--- src/rtl/snow64_instr_fetch_unit_if.sv ---
// Bus bundle between the Snow64 fetch unit, the instruction cache,
// the redirect source and the decode stage.
//   out_icache_req/addr   : read request to the I-cache
//   in_icache_valid/instr : I-cache response (level valid)
//   in_redirect_valid/pc  : single-cycle branch/jump redirect
//   out_instr_valid/instr/pc, in_instr_ready : decode handshake on FIFO head
// master = fetch unit side, slave = environment side.
interface snow64_instr_fetch_unit_if #(
  parameter int unsigned ADDR_WIDTH  = 64,
  parameter int unsigned INSTR_WIDTH = 32
);
  logic                   out_icache_req;
  logic [ADDR_WIDTH-1:0]  out_icache_addr;
  logic                   in_icache_valid;
  logic [INSTR_WIDTH-1:0] in_icache_instr;
  logic                   in_redirect_valid;
  logic [ADDR_WIDTH-1:0]  in_redirect_pc;
  logic                   out_instr_valid;
  logic [INSTR_WIDTH-1:0] out_instr;
  logic [ADDR_WIDTH-1:0]  out_instr_pc;
  logic                   in_instr_ready;

  modport master (
    output out_icache_req, out_icache_addr,
    input  in_icache_valid, in_icache_instr,
    input  in_redirect_valid, in_redirect_pc,
    output out_instr_valid, out_instr, out_instr_pc,
    input  in_instr_ready
  );

  modport slave (
    input  out_icache_req, out_icache_addr,
    output in_icache_valid, in_icache_instr,
    output in_redirect_valid, in_redirect_pc,
    input  out_instr_valid, out_instr, out_instr_pc,
    output in_instr_ready
  );
endinterface

--- src/rtl/snow64_instr_fetch_unit.sv ---
// Snow64 instruction fetch unit.
// Holds the fetch PC, issues reads to the I-cache, tracks hit/miss timing of
// each response, and buffers fetched instructions (tagged with their PC) in a
// small FIFO drained by decode. Redirects flush the FIFO and discard any
// in-flight response.
// Ports:
//   clk   : clock, all state on posedge
//   rst_n : asynchronous active-low reset
//   bus   : snow64_instr_fetch_unit_if.master (cache, redirect, decode signals)
module snow64_instr_fetch_unit #(
  parameter int unsigned           ADDR_WIDTH  = 64,
  parameter int unsigned           INSTR_WIDTH = 32,
  parameter int unsigned           FIFO_DEPTH  = 4,
  parameter logic [ADDR_WIDTH-1:0] RESET_PC    = '0
) (
  input logic                        clk,
  input logic                        rst_n,
  snow64_instr_fetch_unit_if.master  bus
);

  localparam int unsigned PTR_W = $clog2(FIFO_DEPTH);
  localparam int unsigned CNT_W = PTR_W + 1;
  localparam logic [ADDR_WIDTH-1:0] PC_STEP  = ADDR_WIDTH'(INSTR_WIDTH / 8);
  localparam logic [ADDR_WIDTH-1:0] PC_MASK  = {{(ADDR_WIDTH-2){1'b1}}, 2'b00};
  localparam logic [CNT_W-1:0]      DEPTH_C  = CNT_W'(FIFO_DEPTH);

  typedef enum logic [1:0] {StIdle, StResp, StMiss} state_e;

  state_e                  state_q, state_d;
  logic [ADDR_WIDTH-1:0]   fetch_pc_q, fetch_pc_d;
  logic [ADDR_WIDTH-1:0]   inflight_pc_q, inflight_pc_d;
  logic                    discard_q, discard_d;
  logic [CNT_W-1:0]        count_q, count_d;
  logic [PTR_W-1:0]        rd_ptr_q, rd_ptr_d;
  logic [PTR_W-1:0]        wr_ptr_q, wr_ptr_d;
  logic [INSTR_WIDTH-1:0]  instr_mem_q [FIFO_DEPTH];
  logic [ADDR_WIDTH-1:0]   pc_mem_q    [FIFO_DEPTH];

  logic redirect;
  logic accept;
  logic push;
  logic pop;
  logic issue;

  always_comb begin
    redirect = bus.in_redirect_valid;
    accept   = (state_q != StIdle) && bus.in_icache_valid;
    push     = accept && !discard_q && !redirect;
    pop      = (count_q != '0) && bus.in_instr_ready && !redirect;
    // Room check uses the pre-pop count: a same-cycle pop never frees a slot.
    issue    = !redirect && ((state_q == StIdle) || accept) &&
               ((count_q + CNT_W'(push)) < DEPTH_C);

    state_d       = state_q;
    fetch_pc_d    = fetch_pc_q;
    inflight_pc_d = inflight_pc_q;
    discard_d     = discard_q;
    count_d       = count_q;
    rd_ptr_d      = rd_ptr_q;
    wr_ptr_d      = wr_ptr_q;

    if (redirect) begin
      fetch_pc_d = bus.in_redirect_pc & PC_MASK;
      count_d    = '0;
      rd_ptr_d   = wr_ptr_q;
      // A response arriving in the redirect cycle is simply dropped; only a
      // response still pending afterwards needs the discard marker.
      if (accept) begin
        state_d   = StIdle;
        discard_d = 1'b0;
      end else if (state_q != StIdle) begin
        state_d   = StMiss;
        discard_d = 1'b1;
      end
    end else begin
      if (accept) begin
        discard_d = 1'b0;
      end
      if (issue) begin
        state_d       = StResp;
        inflight_pc_d = fetch_pc_q;
        fetch_pc_d    = fetch_pc_q + PC_STEP;
      end else if (accept) begin
        state_d = StIdle;
      end else if (state_q == StResp) begin
        state_d = StMiss;
      end
      if (push) begin
        wr_ptr_d = wr_ptr_q + PTR_W'(1);
      end
      if (pop) begin
        rd_ptr_d = rd_ptr_q + PTR_W'(1);
      end
      count_d = count_q + CNT_W'(push) - CNT_W'(pop);
    end
  end

  always_ff @(posedge clk or negedge rst_n) begin
    if (!rst_n) begin
      state_q       <= StIdle;
      fetch_pc_q    <= RESET_PC;
      inflight_pc_q <= '0;
      discard_q     <= 1'b0;
      count_q       <= '0;
      rd_ptr_q      <= '0;
      wr_ptr_q      <= '0;
      for (int unsigned i = 0; i < FIFO_DEPTH; i++) begin
        instr_mem_q[i] <= '0;
        pc_mem_q[i]    <= '0;
      end
    end else begin
      state_q       <= state_d;
      fetch_pc_q    <= fetch_pc_d;
      inflight_pc_q <= inflight_pc_d;
      discard_q     <= discard_d;
      count_q       <= count_d;
      rd_ptr_q      <= rd_ptr_d;
      wr_ptr_q      <= wr_ptr_d;
      if (push) begin
        instr_mem_q[wr_ptr_q] <= bus.in_icache_instr;
        pc_mem_q[wr_ptr_q]    <= inflight_pc_q;
      end
    end
  end

  assign bus.out_icache_req  = issue & rst_n;
  assign bus.out_icache_addr = fetch_pc_q;
  assign bus.out_instr_valid = (count_q != '0);
  assign bus.out_instr       = instr_mem_q[rd_ptr_q];
  assign bus.out_instr_pc    = pc_mem_q[rd_ptr_q];

endmodule

--- src/flat_wrapper.sv ---
// flat-port wrapper written by rule: the top's interface ports become plain ports
module snow64_instr_fetch_unit_flat 
#(
  parameter int unsigned           ADDR_WIDTH  = 64,
  parameter int unsigned           INSTR_WIDTH = 32,
  parameter int unsigned           FIFO_DEPTH  = 4,
  parameter logic [ADDR_WIDTH-1:0] RESET_PC    = '0
)
  (clk, rst_n, bus_out_icache_req, bus_out_icache_addr, bus_in_icache_valid, bus_in_icache_instr, bus_in_redirect_valid, bus_in_redirect_pc, bus_out_instr_valid, bus_out_instr, bus_out_instr_pc, bus_in_instr_ready);
  snow64_instr_fetch_unit_if #(.ADDR_WIDTH(ADDR_WIDTH), .INSTR_WIDTH(INSTR_WIDTH)) bus_i ();
  input logic clk;
  input logic rst_n;
  output wire logic [$bits(bus_i.out_icache_req)-1:0] bus_out_icache_req;
  output wire logic [$bits(bus_i.out_icache_addr)-1:0] bus_out_icache_addr;
  input wire logic [$bits(bus_i.in_icache_valid)-1:0] bus_in_icache_valid;
  input wire logic [$bits(bus_i.in_icache_instr)-1:0] bus_in_icache_instr;
  input wire logic [$bits(bus_i.in_redirect_valid)-1:0] bus_in_redirect_valid;
  input wire logic [$bits(bus_i.in_redirect_pc)-1:0] bus_in_redirect_pc;
  output wire logic [$bits(bus_i.out_instr_valid)-1:0] bus_out_instr_valid;
  output wire logic [$bits(bus_i.out_instr)-1:0] bus_out_instr;
  output wire logic [$bits(bus_i.out_instr_pc)-1:0] bus_out_instr_pc;
  input wire logic [$bits(bus_i.in_instr_ready)-1:0] bus_in_instr_ready;
  assign bus_out_icache_req = bus_i.out_icache_req;
  assign bus_out_icache_addr = bus_i.out_icache_addr;
  assign bus_i.in_icache_valid = bus_in_icache_valid;
  assign bus_i.in_icache_instr = bus_in_icache_instr;
  assign bus_i.in_redirect_valid = bus_in_redirect_valid;
  assign bus_i.in_redirect_pc = bus_in_redirect_pc;
  assign bus_out_instr_valid = bus_i.out_instr_valid;
  assign bus_out_instr = bus_i.out_instr;
  assign bus_out_instr_pc = bus_i.out_instr_pc;
  assign bus_i.in_instr_ready = bus_in_instr_ready;
  snow64_instr_fetch_unit #(.ADDR_WIDTH(ADDR_WIDTH), .INSTR_WIDTH(INSTR_WIDTH), .FIFO_DEPTH(FIFO_DEPTH), .RESET_PC(RESET_PC)) u_core (.clk(clk), .rst_n(rst_n), .bus(bus_i));
endmodule
--- config.mk ---
export PLATFORM = sky130hd
export DESIGN_NAME = snow64_instr_fetch_unit_flat
export DESIGN_NICKNAME = d
export VERILOG_FILES = /design/src/rtl/snow64_instr_fetch_unit_if.sv /design/src/rtl/snow64_instr_fetch_unit.sv /design/src/flat_wrapper.sv
export SDC_FILE = /design/constraint.sdc
export NUM_CORES = 1
export LEC_CHECK = 0
export ABC_AREA = 1
export CELL_PAD_IN_SITES_DETAIL_PLACEMENT = 1
export CELL_PAD_IN_SITES_GLOBAL_PLACEMENT = 2
export CORE_UTILIZATION = 34
export DETAILED_ROUTE_END_ITERATION = 12
export GPL_TIMING_DRIVEN = 0
export PLACE_DENSITY_LB_ADDON = 0.1
export SLEW_MARGIN = 5
export SYNTH_ARGS = -nofsm -noshare
export SYNTH_HDL_FRONTEND = slang
export SYNTH_SLANG_ARGS = --single-unit
--- constraint.sdc ---
create_clock -name clk -period 6.7 [get_ports clk]
set_clock_uncertainty 0.2 [all_clocks]
set_input_delay 2.01 -clock clk [delete_from_list [all_inputs] [get_ports clk]]
set_output_delay 2.01 -clock clk [all_outputs]
set_load 0.005 [all_outputs]
* Word level (Yosys, flattened, before mapping)
Index checks and enable logic that the tools add are counted.
Storage, ports and cells: register bits after elaboration 522, output and inout port bits 162
Cells by class: order comparisons 4, reduce and logical (&&, ||, !) cells 23, bitwise operators 4, equality and inequality tests 2, add/subtract/negate cells 5, mux-type cells 27
Operators with widths (count):
- 64-bit two-way mux | 5
- 256-bit bitwise mux | 1
- 64-bit binary-select mux with 2-bit select | 1
- 128-bit bitwise mux | 1
- 64-bit demux with 2-bit select | 1
- 32-bit two-way mux | 3
- 64-bit by 3-bit adder with 64-bit output (second input constant) | 1
- 32-bit binary-select mux with 2-bit select | 1
- 32-bit demux with 2-bit select | 1
- 2-bit two-way mux | 8
- 2-bit nonzero test | 5
- 1-bit logical AND | 8
- 2-bit AND reduction | 4
- 3-bit greater-or-equal comparator (second input constant) | 2
- 2-bit NOT with 3-bit output | 2
- 2-bit by 1-bit adder with 2-bit output (second input constant) | 2
- 1-bit two-way mux | 4
- 4-bit nonzero test | 1
- 3-bit by 1-bit adder with 3-bit output | 1
- 3-bit by 1-bit < comparator with 1-bit output (second input constant) | 1
- 3-bit < comparator (second input constant) | 1
- 3-bit two-way mux | 1
- 3-bit by 1-bit inequality test with 1-bit output (second input constant) | 1
- 3-bit nonzero test | 1
- other kinds (7) | 8

* Logic depth before layout (Yosys ltp)
depth in word-level cells 9, gate-level depth with buffers 14

* Worst setup path after synthesis
OpenSTA, ideal clock, no wires.
path type input port to output port, from in bus_in_redirect_valid, to out bus_out_icache_req, stages 12, path buffers 4, data required time 4490 ps, arrival 3920 ps, setup slack 570 ps, cell sequence buf_2 inv_2 nand3_2 clkbuf_1 inv_1 ha_1 ha_1 xnor2_2 nand3_2 buf_2 clkbuf_1 nor2_1
On the way: word-level cells in the longest chain between the ends 6, elaborated cells between the ends (all ways) 7
Ends and longest elaborated chain:
- from (decl) | line flat_wrapper.sv:17 | input wire logic [$bits(bus_i.in_redirect_valid)-1:0] bus_in_redirect_valid;
- 1-bit zero test (*) | line snow64_instr_fetch_unit.sv:48, snow64_instr_fetch_unit.sv:51
- 1-bit logical AND | line snow64_instr_fetch_unit.sv:48 | push = accept && !discard_q && !redirect;
- 3-bit by 1-bit adder with 3-bit output | line snow64_instr_fetch_unit.sv:52 | ((count_q + CNT_W'(push)) < DEPTH_C);
- 3-bit < comparator | line snow64_instr_fetch_unit.sv:52
- 1-bit logical AND (*) | line snow64_instr_fetch_unit.sv:51 | issue = !redirect && ((state_q == StIdle) || accept) &&
- 1-bit AND (*) | line snow64_instr_fetch_unit.sv:126 | assign bus.out_icache_req = issue & rst_n;
- to (decl) | line flat_wrapper.sv:13 | output wire logic [$bits(bus_i.out_icache_req)-1:0] bus_out_icache_req;
Mark *: on every way between the ends. The rest lies on a longest branch, timed or not.

* Worst setup path after layout
from in bus_in_icache_valid, to out bus_out_icache_req
On the way: word-level cells in the longest chain between the ends 7, elaborated cells between the ends (all ways) 9
Ends and longest elaborated chain:
- from (decl) | line flat_wrapper.sv:15 | input wire logic [$bits(bus_i.in_icache_valid)-1:0] bus_in_icache_valid;
- 1-bit logical AND (*) | line snow64_instr_fetch_unit.sv:47 | accept = (state_q != StIdle) && bus.in_icache_valid;
- 1-bit logical AND (2 in series) | line snow64_instr_fetch_unit.sv:48
- 3-bit by 1-bit adder with 3-bit output | line snow64_instr_fetch_unit.sv:52
- 3-bit < comparator | line snow64_instr_fetch_unit.sv:52
- 1-bit logical AND (*) | line snow64_instr_fetch_unit.sv:51
- 1-bit AND (*) | line snow64_instr_fetch_unit.sv:126
Marked as above.

==> results <==
[what timing repair did]
item                                    in CTS  in global routing
hold buffers                                 0                  0
hold endpoints to repair                     0                  0
endpoints found under the setup margin       1                  0
resized for setup                           11                  0
buffers inserted                             6                  0
[worst min-delay path: cells and delay by family (launching register included)]
family,cells,cell delay [ns]
flops,1,0.33
compound gates,1,0.07
simple gates,1,0.06
[cell type report]
| class | instances | share of cell area, % |
|---|---|---|
| buffer | 199 | 3.011 |
| clock buffer | 80 | 5.623 |
| clock inverter | 30 | 1.277 |
| inverter | 146 | 1.856 |
| multi-input combinational | 2109 | 32.40 |
| sequential | 510 | 42.83 |
| tap | 931 | 3.909 |
| timing repair buffer | 265 | 9.099 |
[Yosys cell counts (2+ instances only)]
cell and number:
a21oi_1 218, a22oi_1 51, buf_1 8, buf_2 72, buf_4 10, clkbuf_1 110, dfrtp_1 510, ha_1 9
inv_1 143, inv_2 2, nand2_1 600, nand3_1 111, nand3_2 3, nand3b_1 2, nand4_1 16, nor2_1 533
nor2_2 6, nor2_4 2, nor3_1 3, o211ai_1 6, o21ai_0 416, o21bai_1 14, o221ai_1 2, o22ai_1 94
xor2_1 13
[registers in the layout, summed over array words and instances (netlist names)]
signal	flops
u_core.wr_ptr_q	2
u_core.bus.out_icache_addr	62
u_core.instr_mem_q	128
u_core.pc_mem_q	248
u_core.inflight_pc_q	62
u_core.state_q	2
u_core.count_q	3
u_core.discard_q	1
u_core.rd_ptr_q	2
[cells by family (layout without fill, tap and decap cells)]
logic type | after synthesis | after routing | synth area share (%)
flops | 510 | 510 | 53.57
fa+ha+maj | 9 | 9 | 0.4727
simple gates | 1278 | 1278 | 21.16
other cells | 1 | 4 | 0.01574
compound gates | 803 | 803 | 18.17
xor+xnor | 15 | 15 | 0.5830
buf+inv | 347 | 720 | 6.034
[worst paths after layout]
path	to	start	cells past startpoint	slack [ns]
worst max register to register	u_core.bus.out_icache_addr[55]	u_core.state_q[1]	12	3.21
worst min-delay path	u_core.instr_mem_q[85]	u_core.instr_mem_q[85]	2	0.29
max in group asynchronous	u_core.bus.out_icache_addr[54]	rst_n	3	3.47
worst min register to register	u_core.instr_mem_q[85]	u_core.instr_mem_q[85]	2	0.29
min in group asynchronous	u_core.instr_mem_q[24]	rst_n	1	1.25
worst max-delay path	bus_out_icache_req	bus_in_icache_valid	12	0.26
[per-layer routing]
| layer | vias to the layer above | share of wire [%] | track usage (%) |
|---|---|---|---|
| met5 | - | 0.013 | 0 |
| met4 | 2 | 2.8 | 8.341 |
| met1 | 11560 | 43 | 36.32 |
| met2 | 581 | 49 | 48.05 |
| li1 | 10460 | - | - |
| met3 | 133 | 4.8 | 4.106 |
[power by group]
group	internal (mW)	leakage [nW]	total [mW]	switching (mW)
Combinational	2.16	6.10	5.38	3.22
Clock	2.06	1.01	3.46	1.40
Sequential	4.34	6.30	5.11	0.769
[per-stage QoR]
step | power, mW | setup slack, ns | TNS, ns
6_report | 13.95 | 0.2554 | 0
5_1_grt | 14.81 | 0.09442 | 0
4_1_cts | 14.04 | 0.2655 | 0
3_5_place_dp | 10.52 | -1.334 | -1.334
3_3_place_gp | 10.32 | -20.19 | -
2_1_floorplan | 7.570 | 0.5700 | 0
==> metrics.txt <==
first drt pass iteration count 5; grt ovf 0; fin nets 3400; Vias/cell between 5 and 6; CP Capture Type primary output; largest net degree at the start of global routing approximately 110; dpl cell area 27670 µm²; Via Count 22740; IO Port Bufs 255; CTS buffer count 59; Primary FF master, synth dfrtp_1; Area Growth Syn to Fin 25.07%; Post-Synthesis Cells just under 3000; # DRC 0; non-filler cells in the finished layout 4270; critical path's top delay family buffers and inverters; status finished clean; Total GRT Usage about 28%; final-report hold violation count 0; Routed WL 99280 µm; PD cells about 470 nW/µm²; Tmin final 6.445 ns; crit path DAT approximately 4.2 ns; clk buf depth 3; CP Max Fanout 19; post-detail-place hpwl roughly 71000 µm; most frequent cells in the layout nand2_1 (600), nor2_1 (533), dfrtp_1 (510); post-detailed-route count of antenna-violating nets 0; Iter 0 DRT Violations roughly 1500; Top cell by count, worst path nand3_4; H-tree Lvls 2; post-placement cell count between 4000 and 5000; Hold Worst Slack 0.2898 ns; Finished Cell Area approximately 30000 µm²; max_slew headroom between 30% and 40%; Synth cell types 34; share of layout cells above drive strength 1 6.379%; # fillers approximately 8300; sequential fraction of the synthesis area 53.57%; clock root buffer clkbuf_16; Yosys top cell area share a little over half; Crit path required time 4.49 ns; antenna cells 0; global-route wire length before repair roughly 150000 µm; leakage 13.42 nW; post-synth top area cell dfrtp_1; # clock sinks between 500 and 600; Async S/R FF share, synth 100.0%; CTS clock-pin slew for the worst setup and hold paths roughly 0.060 ns; TritonCTS clock tree yes; CP cell instances clkdlybuf4s50_1 -> inv_1 -> a21oi_2 -> nand3_4 -> inv_6 -> ha_1 -> ha_2 -> xnor2_2 -> nand3_4 -> buf_12 -> nor2_1 -> dlygate4sd2_1; Core Region 68950 µm²; vias in the first global route around 24000; # setup viols final 0; slowest CP cell clkdlybuf4s50_1; Max Cap Violations 0; startpoint types primary input; DIE WIDTH approximately 270 µm; WL per Instance approximately 23 µm; critical path type primary input to primary output; chip height approximately 270 µm; Ports 263; commonest non-fill, non-tap cell in the layout nand2_1; CP peak stage delay a little under 0.5 ns; Finished Core Util between 40% and 50%; number of synthesized flops with an enable pin 0; Tcrit/Tclk final approximately 96%; Core Rows 96; RSZ-0062 raised after global routing no; storage element area approximately 13000 µm²; Final GP Congestion between 0.9 and 1; Clk Latency, worst-skew pair between 0.6 and 0.7 ns; initial antenna violation count 1; Mean Syn Cell Area between 8 and 9 µm²; synthesized area 23820 µm²; Die ar. around 70000 µm²; Multi-input gate area 9653 µm²; FF+latch count, synth a little over 500; Ys Warns 0; Final Max Tran Viols 0; VDD IR-drop max around 0.22 mV; worst hold-check path type flop to flop; worst-margin pin slew approximately 1 ns; CP Buf/Inv Count 5; Fmax ~160 MHz; Starting Density between 30% and 40%; synth top area cells dfrtp_1 (54%), nand2_1 (9.5%), o21ai_0 (8.7%)
(Power assumes the default switching activity.)
